**src/rtl/result_arb_pkg.sv**
```systemverilog
// Shared constants and types for the result arbiter: arbitration modes, default
// widths, the per-channel pending entry and the output slot state.
package result_arb_pkg;

  localparam int ARB_FIXED = 0;
  localparam int ARB_RR    = 1;

  localparam int DEF_NUM_CH = 4;
  localparam int DEF_DATA_W = 16;
  localparam int DEF_TS_W   = 16;

  // Pending entry at the default widths; the top builds the same layout from its
  // own parameters.
  typedef struct packed {
    logic [DEF_DATA_W-1:0] data;
`ifdef RESULT_ARB_TIMESTAMP_EN
    logic [DEF_TS_W-1:0]   tstamp;
`endif
  } pend_entry_t;

  typedef enum logic {
    SLOT_IDLE = 1'b0,
    SLOT_HOLD = 1'b1
  } slot_state_e;

endpackage

```
**src/rtl/result_arbiter_if.sv**
```systemverilog
// Result input strobes plus the registered valid/ready output stream.
// out_tstamp and the TS_W parameter exist only with RESULT_ARB_TIMESTAMP_EN.
interface result_arbiter_if #(
  parameter int NUM_CH = result_arb_pkg::DEF_NUM_CH,
  parameter int DATA_W = result_arb_pkg::DEF_DATA_W
`ifdef RESULT_ARB_TIMESTAMP_EN
  , parameter int TS_W = result_arb_pkg::DEF_TS_W
`endif
);

  logic [NUM_CH-1:0]         in_valid;
  logic [NUM_CH*DATA_W-1:0]  in_data;
  logic                      out_valid;
  logic                      out_ready;
  logic [DATA_W-1:0]         out_data;
  logic [$clog2(NUM_CH)-1:0] out_ch;
`ifdef RESULT_ARB_TIMESTAMP_EN
  logic [TS_W-1:0]           out_tstamp;
`endif

  modport master (
    output in_valid, in_data, out_ready,
    input  out_valid, out_data, out_ch
`ifdef RESULT_ARB_TIMESTAMP_EN
    , out_tstamp
`endif
  );

  modport slave (
    input  in_valid, in_data, out_ready,
    output out_valid, out_data, out_ch
`ifdef RESULT_ARB_TIMESTAMP_EN
    , out_tstamp
`endif
  );

endinterface

```
**src/rtl/result_arbiter_rr_arbiter.sv**
```systemverilog
// Combinational grant picker: lowest request at or above the pointer, found by a
// priority scan over the request vector doubled to handle wrap-around.
module rr_arbiter
  import result_arb_pkg::*;
#(
  parameter int NUM_CH   = DEF_NUM_CH,
  parameter int ARB_MODE = ARB_FIXED,
  localparam int IDX_W   = $clog2(NUM_CH)
) (
  input  logic [NUM_CH-1:0] i_req,
  input  logic [IDX_W-1:0]  i_ptr,
  output logic [NUM_CH-1:0] o_grant_oh,
  output logic [IDX_W-1:0]  o_grant_idx
);

  logic [IDX_W-1:0]    w_base;
  logic [2*NUM_CH-1:0] w_req2;
  logic [2*NUM_CH-1:0] w_mask;
  logic [2*NUM_CH-1:0] w_masked;
  logic                w_found;

  // Fixed priority is the rotating search pinned to channel 0.
  assign w_base   = (ARB_MODE == ARB_RR) ? i_ptr : '0;
  assign w_req2   = {i_req, i_req};
  assign w_masked = w_req2 & w_mask;

  always_comb begin
    for (int j = 0; j < 2*NUM_CH; j++) begin
      w_mask[j] = (j >= int'(w_base));
    end
  end

  // NOTE: every output of a combinational block gets a default first, otherwise
  // paths that skip an assignment infer latches.
  always_comb begin
    w_found     = 1'b0;
    o_grant_oh  = '0;
    o_grant_idx = '0;
    for (int j = 0; j < 2*NUM_CH; j++) begin
      if (!w_found && w_masked[j]) begin
        w_found                 = 1'b1;
        o_grant_oh[j % NUM_CH]  = 1'b1;
        o_grant_idx             = IDX_W'(j % NUM_CH);
      end
    end
  end

endmodule

```
**src/rtl/result_arbiter.sv**
```systemverilog
// Merges single-cycle result pulses from NUM_CH engines into one registered
// valid/ready stream with one buffered word per channel and sticky drop flags.
// Optional RESULT_ARB_TIMESTAMP_EN adds a capture timestamp carried to out_tstamp.
module result_arbiter
  import result_arb_pkg::*;
#(
  parameter int NUM_CH   = DEF_NUM_CH,
  parameter int DATA_W   = DEF_DATA_W,
  parameter int ARB_MODE = ARB_FIXED
`ifdef RESULT_ARB_TIMESTAMP_EN
  , parameter int TS_W   = DEF_TS_W
`endif
) (
  input  logic              clk,
  input  logic              reset,
  result_arbiter_if.slave   bus,
  output logic [NUM_CH-1:0] ovf_flags,
  input  logic              clear_ovf,
  output logic              busy
);

  localparam int IDX_W = $clog2(NUM_CH);

  typedef struct packed {
    logic [DATA_W-1:0] data;
`ifdef RESULT_ARB_TIMESTAMP_EN
    logic [TS_W-1:0]   tstamp;
`endif
  } entry_t;

  entry_t            r_entry [NUM_CH];
  logic [NUM_CH-1:0] r_pend;
  logic [NUM_CH-1:0] r_ovf;
  slot_state_e       r_slot;
  logic [DATA_W-1:0] r_out_data;
  logic [IDX_W-1:0]  r_out_ch;
  logic [IDX_W-1:0]  r_ptr;
`ifdef RESULT_ARB_TIMESTAMP_EN
  logic [TS_W-1:0]   r_ts;
  logic [TS_W-1:0]   r_out_ts;
`endif

  logic              w_slot_free;
  logic [NUM_CH-1:0] w_req;
  logic              w_grant_any;
  logic [NUM_CH-1:0] w_grant_oh;
  logic [IDX_W-1:0]  w_grant_idx;
  logic [NUM_CH-1:0] w_capture;
  logic [NUM_CH-1:0] w_drop;

  assign w_slot_free = (r_slot == SLOT_IDLE) || bus.out_ready;
  assign w_req       = w_slot_free ? r_pend : '0;
  assign w_grant_any = |w_req;

  rr_arbiter #(
    .NUM_CH   (NUM_CH),
    .ARB_MODE (ARB_MODE)
  ) u_arb (
    .i_req       (w_req),
    .i_ptr       (r_ptr),
    .o_grant_oh  (w_grant_oh),
    .o_grant_idx (w_grant_idx)
  );

  // A channel whose word leaves this cycle can take a new one without loss.
  assign w_capture = bus.in_valid & (~r_pend | w_grant_oh);
  assign w_drop    = bus.in_valid & r_pend & ~w_grant_oh;

  // NOTE: the payload store has no reset; r_pend qualifies every read of it.
  always_ff @(posedge clk) begin
    for (int i = 0; i < NUM_CH; i++) begin
      if (w_capture[i]) begin
        r_entry[i].data <= bus.in_data[i*DATA_W +: DATA_W];
`ifdef RESULT_ARB_TIMESTAMP_EN
        r_entry[i].tstamp <= r_ts;
`endif
      end
    end
  end

  // NOTE: sequential state uses non-blocking assignments so every register
  // samples pre-edge values regardless of statement order.
  always_ff @(posedge clk) begin
    if (reset) begin
      r_pend     <= '0;
      r_ovf      <= '0;
      r_slot     <= SLOT_IDLE;
      r_out_data <= '0;
      r_out_ch   <= '0;
      r_ptr      <= '0;
`ifdef RESULT_ARB_TIMESTAMP_EN
      r_ts       <= '0;
      r_out_ts   <= '0;
`endif
    end else begin
      r_pend <= (r_pend & ~w_grant_oh) | w_capture;
      // A drop in the clearing cycle still leaves its flag set.
      r_ovf  <= clear_ovf ? w_drop : (r_ovf | w_drop);
`ifdef RESULT_ARB_TIMESTAMP_EN
      r_ts   <= r_ts + TS_W'(1);
`endif
      if (w_slot_free) begin
        if (w_grant_any) begin
          r_slot     <= SLOT_HOLD;
          r_out_data <= r_entry[w_grant_idx].data;
          r_out_ch   <= w_grant_idx;
          r_ptr      <= (w_grant_idx == IDX_W'(NUM_CH-1)) ? '0 : w_grant_idx + IDX_W'(1);
`ifdef RESULT_ARB_TIMESTAMP_EN
          r_out_ts   <= r_entry[w_grant_idx].tstamp;
`endif
        end else begin
          r_slot     <= SLOT_IDLE;
          r_out_data <= '0;
          r_out_ch   <= '0;
`ifdef RESULT_ARB_TIMESTAMP_EN
          r_out_ts   <= '0;
`endif
        end
      end
    end
  end

  assign bus.out_valid = (r_slot == SLOT_HOLD);
  assign bus.out_data  = r_out_data;
  assign bus.out_ch    = r_out_ch;
`ifdef RESULT_ARB_TIMESTAMP_EN
  assign bus.out_tstamp = r_out_ts;
`endif
  assign ovf_flags     = r_ovf;
  assign busy          = (|r_pend) | (r_slot == SLOT_HOLD);

endmodule

```
**src/flat_wrapper.sv**
```systemverilog
// flat-port wrapper written by rule: the top's interface ports become plain ports
module result_arbiter_flat import result_arb_pkg::*;
#(
  parameter int NUM_CH   = DEF_NUM_CH,
  parameter int DATA_W   = DEF_DATA_W,
  parameter int ARB_MODE = ARB_FIXED

)
  (clk, reset, ovf_flags, clear_ovf, busy, bus_in_valid, bus_in_data, bus_out_ready, bus_out_valid, bus_out_data, bus_out_ch);
  result_arbiter_if #(.NUM_CH(NUM_CH), .DATA_W(DATA_W)) bus_i ();
  input  logic clk;
  input  logic reset;
  output logic [NUM_CH-1:0] ovf_flags;
  input  logic clear_ovf;
  output logic busy;
  input wire logic [$bits(bus_i.in_valid)-1:0] bus_in_valid;
  input wire logic [$bits(bus_i.in_data)-1:0] bus_in_data;
  input wire logic [$bits(bus_i.out_ready)-1:0] bus_out_ready;
  output wire logic [$bits(bus_i.out_valid)-1:0] bus_out_valid;
  output wire logic [$bits(bus_i.out_data)-1:0] bus_out_data;
  output wire logic [$bits(bus_i.out_ch)-1:0] bus_out_ch;
  assign bus_i.in_valid = bus_in_valid;
  assign bus_i.in_data = bus_in_data;
  assign bus_i.out_ready = bus_out_ready;
  assign bus_out_valid = bus_i.out_valid;
  assign bus_out_data = bus_i.out_data;
  assign bus_out_ch = bus_i.out_ch;
  result_arbiter #(.NUM_CH(NUM_CH), .DATA_W(DATA_W), .ARB_MODE(ARB_MODE)) u_core (.clk(clk), .reset(reset), .bus(bus_i), .ovf_flags(ovf_flags), .clear_ovf(clear_ovf), .busy(busy));
endmodule
```
**config.mk**
```make
export PLATFORM = sky130hd
export DESIGN_NAME = result_arbiter_flat
export DESIGN_NICKNAME = d
export VERILOG_FILES = /design/src/rtl/result_arb_pkg.sv /design/src/rtl/result_arbiter_if.sv /design/src/rtl/result_arbiter_rr_arbiter.sv /design/src/rtl/result_arbiter.sv /design/src/flat_wrapper.sv
export SDC_FILE = /design/constraint.sdc
export NUM_CORES = 1
export LEC_CHECK = 0
export BUFFER_PORTS_ARGS = -buffer_cell sky130_fd_sc_hd__buf_2
export CORE_MARGIN = 5
export CORE_UTILIZATION = 24
export CTS_CLUSTER_SIZE = 10
export DETAILED_ROUTE_END_ITERATION = 10
export SYNTH_ARGS = -nofsm -noshare
export SYNTH_HDL_FRONTEND = slang
export SYNTH_SLANG_ARGS = --single-unit
```
**constraint.sdc**
```tcl
create_clock -name clk -period 7 [get_ports clk]
set_clock_uncertainty 0.1 [all_clocks]
set_input_delay 2.1 -clock clk [delete_from_list [all_inputs] [get_ports clk]]
set_output_delay 2.1 -clock clk [all_outputs]
set_load 0.01 [all_outputs]
```
### Word-level counts from Yosys, hierarchy flattened

Memory sizes are Yosys's and may differ from the RTL's.
Cells that the tools add are included.

| word-level totals | value |
|---|---|
| latch bits | 0 |
| flip-flop bits (word level) | 27 |
| word-level logic and storage cells | 68 |
| output and inout bits | 24 |
| memory bits (writable) | 64 |
| bits in read-only memories | 0 |
| memories kept | 1 |

| operators by class | value |
|---|---|
| div/mod/pow operators | 0 |
| order comparisons | 0 |
| multiplexer cells | 34 |
| shift operators | 0 |
| bitwise operators | 11 |
| multipliers | 0 |
| reduce and logical (&&, ||, !) cells | 17 |
| equal/unequal tests | 0 |
| add/sub/neg operators | 0 |

Memory list:

| memory | words | width | rd ports | clocked after memory_dff | wr ports | line | RTL |
|---|---|---|---|---|---|---|---|
| u_core.r_entry | 4 | 16 | 1 | 0 | 4 | result_arbiter.sv:31 | `entry_t r_entry [NUM_CH];` |

Operator list:

| operator | count |
|---|---|
| 1-bit two-way mux | 24 |
| 4-bit AND | 4 |
| 16-bit two-way mux | 1 |
| 2-bit two-way mux | 7 |
| 4-bit OR | 3 |
| 4-bit two-way mux | 2 |
| 4-bit inverter | 2 |
| 4-bit OR reduction | 2 |
| 1-bit logical AND | 7 |
| 1-bit zero test | 7 |
| 1-bit logical OR | 1 |
| 1-bit inverter | 1 |
| 1-bit OR | 1 |

### Logic depth before layout (Yosys ltp)

Gate-level depths: netlist of run 1.

| logic depth | value |
|---|---|
| depth in word-level cells | 29 |
| depth in mapped cells | 7 |

### Hierarchy

Synthesis of run 1 repeated with hierarchy kept, for this count alone.

| unflattened totals | value |
|---|---|
| cells, all modules | 230 |
| area total of the unflattened synthesis | 3568.4 µm² |

By module, submodules not included:

| module | cells an instance | times used | sequential area each (µm²) | area an instance (µm²) |
|---|---|---|---|---|
| result_arbiter | 221 | 1 | 2502.4 | 3512.1 |
| rr_arbiter | 9 | 1 | 0.0 | 56.3 |

### Least setup slack after synthesis of run 1

No wires, ideal clock.

| path | value |
|---|---|
| path kind | input to register |
| start | in bus_out_ready |
| end | mem u_core.r_entry[2][0] (netlist name) (enable) |
| cell stages on the path | 3 |
| required time | 6486 ps |
| arrival time | 3732 ps |
| setup slack | 2754 ps |
| cell sequence | nor2b_2 -> or2_2 -> a21boi_0 |

RTL lines:

| item | line | RTL |
|---|---|---|
| start, declared | flat_wrapper.sv:18 | `input wire logic [$bits(bus_i.out_ready)-1:0] bus_out_ready;` |
| end, declared | result_arbiter.sv:31 |  |

### Worst setup path after layout of run 1

| path | value |
|---|---|
| start | reg u_core.r_pend[0] |
| end | out busy |

| between the ends | value |
|---|---|
| longest elaborated chain between the ends | 2 |

RTL lines:

| item | line | RTL |
|---|---|---|
| start, declared | result_arbiter.sv:32 | `logic [NUM_CH-1:0] r_pend;` |
| start signal, assigned | result_arbiter.sv:96 | `r_pend <= (r_pend & ~w_grant_oh) \| w_capture;` |
| 4-bit OR reduction | result_arbiter.sv:130 | `assign busy = (\|r_pend) \| (r_slot == SLOT_HOLD);` |
| 1-bit OR | result_arbiter.sv:130 |  |
| end, declared | flat_wrapper.sv:15 | `output logic busy;` |

Every way passes these cells.

==> impl_metrics.tcl, run 1 <==
set metrics [dict create \
    fin_tns_setup_ns 0 \
    synthDistinctLibCells 38 \
    dpl.hpwl_um 5580 \
    clkSinkCount 91 \
    cp.required_ns 4.80 \
    p_seq_frac 0.508 \
    cts_resized 0 \
    core_mm2 0.0132 \
    yosys_warnings 0 \
    final_common_cell "buf_2" \
    cts_buffers 9 \
    die-area_mm2 0.0159 \
    port-buffer-count 95 \
    period_share 0.568 \
    syn_area_per_cell_um2 16.3 \
    start_util 0.245 \
    power_frac_comb 0.081 \
    cts_hold_buf 0 \
    ant_nets 0 \
    worstPathMaxFanout 10 \
    nets 367 \
    final_cell_mix "95 x buf_2, 64 x edfxtp_1, 27 x dfxtp_1, 15 x mux2i_1, 13 x a222oi_1" \
    cts_buffer_depth 2 \
    cp_slowest_stage_delay_ns 0.54 \
    regToRegEndpoint "u_core.r_entry[3][9]" \
    arrival_ns 1.78 \
    ff2ff_path_depth 4 \
    holdPathStages 2 \
    first_pass_iters 4 \
    routed_via_density 4.23 \
    route.detailed.drc 0 \
    dr_total_vias 2015 \
    antennaDiodeCount 0 \
    report.final.slew_viol_count 0 \
    cts_tree "done" \
    wl_per_cell_um 16.8 \
    relSlewSlack 0.202 \
    clkPwrFrac 0.410 \
    drt_iter0_drc 86 \
    finalSetupViolCount 0 \
    fmax_mhz 251 \
    path_clk_slew_ns 0.06 \
    drive_gt1_frac 0.397 \
    grt_pass1_wl_um 11900 \
    cellLeakagePower_nw 1.61 \
    tightestPinTransition_ns 1.19 \
    post_cts_buffers 0 \
    hold_viol_final 0 \
    rsz0062_at_grt "false" \
    ir_worst_vdd_v 0.000111 \
    die_x_um 126 \
    status "finished, final reports clean" \
    drv_cap 0 \
    cts_max_level 3 \
    rrSetupSlack_ns 4.46 \
    grt_pass1_vias 2147 \
    cp-end-kind "output pin" \
    synth_area_mm2 0.00324 \
    ys_ff_latch 91 \
    clock_latency_ns 0.33 \
    crit_type "flip-flop to output pin" \
    path_buf_inv 1 \
    core.rowCount 42 \
    hold_path.class "flip-flop to flip-flop" \
    p_per_area_mw_per_mm2 296 \
    wirelength_um 7980 \
    internal-power_uw 981 \
    grt_max_degree 18 \
    worstSetupStartpointType "flip-flop" \
    path_cells "or2_4 > or4_2 > buf_2" \
    top_level_ports 96 \
    min_to "u_core.ovf_flags[1]" \
    cts_root_buf "clkbuf_16" \
    worstReg2RegStart "u_core.r_pend[0]" \
    cp.depth 3 \
    netlist_instances 199 \
    slowest_stage "or4_2" \
    p_switching_uw 263 \
    min_from "u_core.ovf_flags[1]" \
    area_growth_pct 29.4 \
    die_h_um 126 \
    grt-ovfl-total 0 \
    seq_area_frac_synth 0.759 \
    place_ws_ns 2.76 \
    crit_family "simple AND/OR/NAND/NOR gates" \
    antenna_found_initial 0 \
    gp_congestion 0.729 \
    switching_share 0.212 \
    period_needed_ns 3.98 \
    grtUsageTotal 0.101 \
    synthesis.nets 271 \
    setup_ws_ns 3.02 \
]
-- synthesized netlist by cell type --
library cell / n / area [um2]
nor4_2: 1 / 12.5
nor2b_2: 1 / 8.76
nand2_1: 4 / 15.0
o211ai_1: 2 / 15.0
buf_12: 1 / 20.0
a222oi_1: 13 / 130
nor4_4: 1 / 21.3
edfxtp_1: 64 / 1920
or2_1: 1 / 6.26
or4_2: 1 / 8.76
o31ai_1: 1 / 7.51
mux2i_1: 15 / 150
or3_1: 1 / 6.26
or2_4: 1 / 8.76
mux2_2: 1 / 11.3
a221oi_1: 1 / 8.76
a22oi_1: 2 / 15.0
nor3_2: 1 / 10.0
a32oi_1: 2 / 17.5
dfxtp_1: 27 / 541
buf_6: 3 / 33.8
inv_2: 1 / 3.75
nand2b_1: 1 / 6.26
or2_2: 1 / 6.26
a21boi_0: 2 / 15.0
clkbuf_1: 2 / 7.51
nand3_1: 1 / 5.00
clkbuf_2: 1 / 5.00
a211oi_1: 1 / 7.51
and2_1: 3 / 18.8
o21ai_0: 7 / 35.0
nand3b_1: 1 / 7.51
o21ai_1: 8 / 40.0
a21oi_1: 10 / 50.1
buf_4: 1 / 7.51
buf_2: 2 / 10.0
inv_1: 4 / 15.0
nor2_1: 9 / 33.8
-- cell type report --
class / count / area (um2)
clock buffer: 11 / 243
clock inverter: 5 / 76.3
fill: 1346 / 9050
inverter: 5 / 18.8
multi-input combinational: 93 / 701
sequential: 91 / 2460
tap: 176 / 220
timing repair buffer: 95 / 475
-- stage by stage --
step           cell area [um2]  power, mW  instances   util  hold WS, ns
3_5_place_dp              3880      0.749        460  0.293        0.359
3_3_place_gp              3880      0.746        460  0.293        0.351
5_1_grt                   4200       1.29        476  0.317        0.397
2_1_floorplan             3240      0.696        199      -        0.344
4_1_cts                   4200       1.27        476  0.317        0.370
6_report                  4200       1.24        476  0.317        0.368
-- layer usage --
layer | vias to the layer above | share of wire | global-route usage
met1 | 956 | 0.41 | 0.118
met3 | 8 | 0.058 | 0.0279
li1 | 980 | - | -
met5 | - | 0 | 0
met4 | 0 | 0.011 | 0.0379
met2 | 71 | 0.52 | 0.176
-- worst min-delay path, stage by stage (launching register included) --
cell and delay (ns):
dfxtp_1 0.31, nand2_1 0.06, a21oi_1 0.05
-- cells by family after synthesis --
| family | Yosys count | synth area share |
|---|---|---|
| buffers and inverters | 15 | 0.0316 |
| AOI/OAI and AO/OA | 49 | 0.105 |
| DFF | 91 | 0.759 |
| and+or+nand+nor | 28 | 0.0540 |
| muxes | 16 | 0.0498 |
-- sequential cells by signal, indices dropped and copies added (netlist names) --
| signal | count |
|---|---|
| u_core.bus.out_valid | 1 |
| u_core.bus.out_data | 16 |
| u_core.ovf_flags | 4 |
| u_core.r_entry | 64 |
| u_core.r_pend | 4 |
| u_core.bus.out_ch | 2 |
-- worst max-delay path by stage --
stage	end	start
floorplan	u_core.r_entry[2][0]	bus_out_ready
global placement	u_core.r_entry[3][11]	bus_out_ready
detailed placement	u_core.r_entry[3][11]	bus_out_ready
CTS	busy	u_core.r_pend[0]
global route	busy	u_core.r_pend[0]
finish	busy	u_core.r_pend[0]
-- power groups by stage --
| stage | Combinational [mW] | Sequential (mW) | Clock [mW] |
|---|---|---|---|
| final | 0.101 | 0.632 | 0.510 |
| after CTS | 0.105 | 0.633 | 0.530 |
| after global placement | 0.103 | 0.643 | 0 |
| after detailed placement | 0.104 | 0.644 | 0 |
| after floorplan | 0.0503 | 0.646 | 0 |
| after global routing | 0.112 | 0.636 | 0.546 |
Note: power is estimated with default switching activity, not from simulation.
==> run 2, diff against run 1 <==
==> constraint.sdc (replaced) <==
create_clock -name clk -period 3.6 [get_ports clk]
set_clock_uncertainty 0.1 [all_clocks]
set_input_delay 1.08 -clock clk [delete_from_list [all_inputs] [get_ports clk]]
set_output_delay 1.08 -clock clk [all_outputs]
set_load 0.01 [all_outputs]
==> impl_metrics.tcl, run 2 (synthesized netlist as in run 1, its figures left out) <==
set metrics [dict create \
    area_growth_pct 29.2 \
    first_pass_iters 5 \
    relSlewSlack 0.236 \
    antenna_found_initial 0 \
    route.detailed.drc 0 \
    rrSetupSlack_ns 1.03 \
    finalSetupViolCount 0 \
    die_h_um 126 \
    fin_hold_ws_ns 0.362 \
    clkSinkCount 91 \
    nets 370 \
    routed-wl-met2_um 3910 \
    clock_latency_ns 0.34 \
    cp_slowest_stage_delay_ns 0.54 \
    slowest_stage "or4_2" \
    p_per_area_mw_per_mm2 558 \
    final_cells 479 \
    fin_tns_setup_ns 0 \
    hold_viol_final 0 \
    drv_cap 0 \
    crit_type "flip-flop to output pin" \
    grt_pass1_vias 2169 \
    min_from "u_core.ovf_flags[1]" \
    rsz0062_at_grt "false" \
    ir_worst_vdd_v 0.000196 \
    worstSetupStartpointType "flip-flop" \
    post_cts_buffers 0 \
    seq_area_mm2 0.00246 \
    regToRegEndpoint "u_core.r_entry[3][14]" \
    multiInputGateArea_um2 701 \
    cts_tree "done" \
    grt-ovfl-total 0 \
    crit_start "u_core.r_pend[0]" \
    report.final.slew_viol_count 0 \
    path_cells "or2_4 > or4_2 > buf_2" \
    path_buf_inv 1 \
    period_needed_ns 2.96 \
    place_ws_ns 0.390 \
    start_util 0.245 \
    cp.required_ns 2.42 \
    routed.top_layer "met4" \
    die-area_mm2 0.0159 \
    wirelength_um 7940 \
    period_share 0.822 \
    drt_iter0_drc 119 \
    cts_resized 0 \
    top_level_ports 96 \
    status "finished, final reports clean" \
    cp.depth 3 \
    ant_nets 0 \
    final_common_cell "buf_2" \
    cts_buffer_depth 2 \
    grtUsageTotal 0.101 \
    cellLeakagePower_nw 1.61 \
    path_clk_slew_ns 0.06 \
    endpoint "busy" \
    port-buffer-count 95 \
    dp_cells 463 \
    hold_path.class "flip-flop to flip-flop" \
    dr_total_vias 2034 \
    core_mm2 0.0132 \
    cts_hold_buf 0 \
    worstPathMaxFanout 10 \
    fmax_mhz 338 \
    ff2ff_path_depth 4 \
    tightestPinTransition_ns 1.14 \
    wl_met1_um 3470 \
    cts_buffers 9 \
    cts_root_buf "clkbuf_16" \
    dpl.hpwl_um 5750 \
    final_cell_mix "95 x buf_2, 64 x edfxtp_1, 27 x dfxtp_1, 15 x mux2i_1, 13 x a222oi_1" \
    wl_per_cell_um 16.6 \
    cp-end-kind "output pin" \
    grt_max_degree 19 \
    die_x_um 126 \
    grt_pass1_wl_um 11900 \
    fillers 1359 \
    cts_max_level 3 \
    largest_reg_flops 64 \
    worstReg2RegStart "u_core.r_pend[0]" \
    arrival_ns 1.78 \
    routed_via_density 4.25 \
    drive_gt1_frac 0.413 \
    gp_congestion 0.765 \
    core.rowCount 42 \
    setup_ws_ns 0.639 \
    crit_family "simple AND/OR/NAND/NOR gates" \
    dr_wl_met3_um 355 \
    largest_register "u_core.r_entry" \
    antennaDiodeCount 0 \
]
run 2: cell count changes in the layout (fill, tap and decap cells not counted), sizes merged:
cell      before  now
clkbuf        11    9
clkinvlp       0    1
buf           95   98
clkinv         3    1
inv            5   10
bufinv         2    0
run 2: worst min-delay path by stage:
stage	end	slack (ns)	cells after the start
final	u_core.ovf_flags[1]	0.36	2
after global routing	u_core.ovf_flags[1]	0.40	2
after CTS	u_core.ovf_flags[1]	0.37	2
after detailed placement	u_core.ovf_flags[1]	0.36	2
after global placement	u_core.bus.out_data[4]	0.35	2
after floorplan	u_core.bus.out_data[0]	0.34	2
run 2: final cells by class:
| cell class | instances | area share |
|---|---|---|
| Sequential cell | 91 | 0.588 |
| Inverter | 5 | 0.00448 |
| Multi-Input combinational cell | 93 | 0.167 |
| Clock buffer | 9 | 0.0537 |
| Tap cell | 176 | 0.0526 |
| Timing Repair Buffer | 98 | 0.119 |
| Clock inverter | 7 | 0.0155 |
run 2: per-stage QoR:
stage / cell area (um2) / utilization / total power, mW
5_1_grt: 4190 / 0.316 / 2.44
6_report: 4190 / 0.316 / 2.34
3_3_place_gp: 3900 / 0.295 / 1.45
4_1_cts: 4190 / 0.316 / 2.38
3_5_place_dp: 3900 / 0.295 / 1.46
2_1_floorplan: 3240 / - / 1.35
run 2: metal layers:
layer | track usage | up-vias
li1 | - | 991
met1 | 0.124 | 955
met2 | 0.166 | 74
met3 | 0.0284 | 14
met4 | 0.0454 | 0
met5 | 0 | -
run 2: tightest hold or removal path, cell delays in order, from the launching register on:
cell and delay, ns:
dfxtp_1 0.31, nand2_1 0.06, a21oi_1 0.05
run 2: where the power goes:
group          total (mW)  leakage (nW)  switching [mW]  internal [mW]
registers            1.23         0.842          0.0277           1.20
clock network       0.908         0.141           0.422          0.486
logic               0.200         0.624           0.116         0.0837
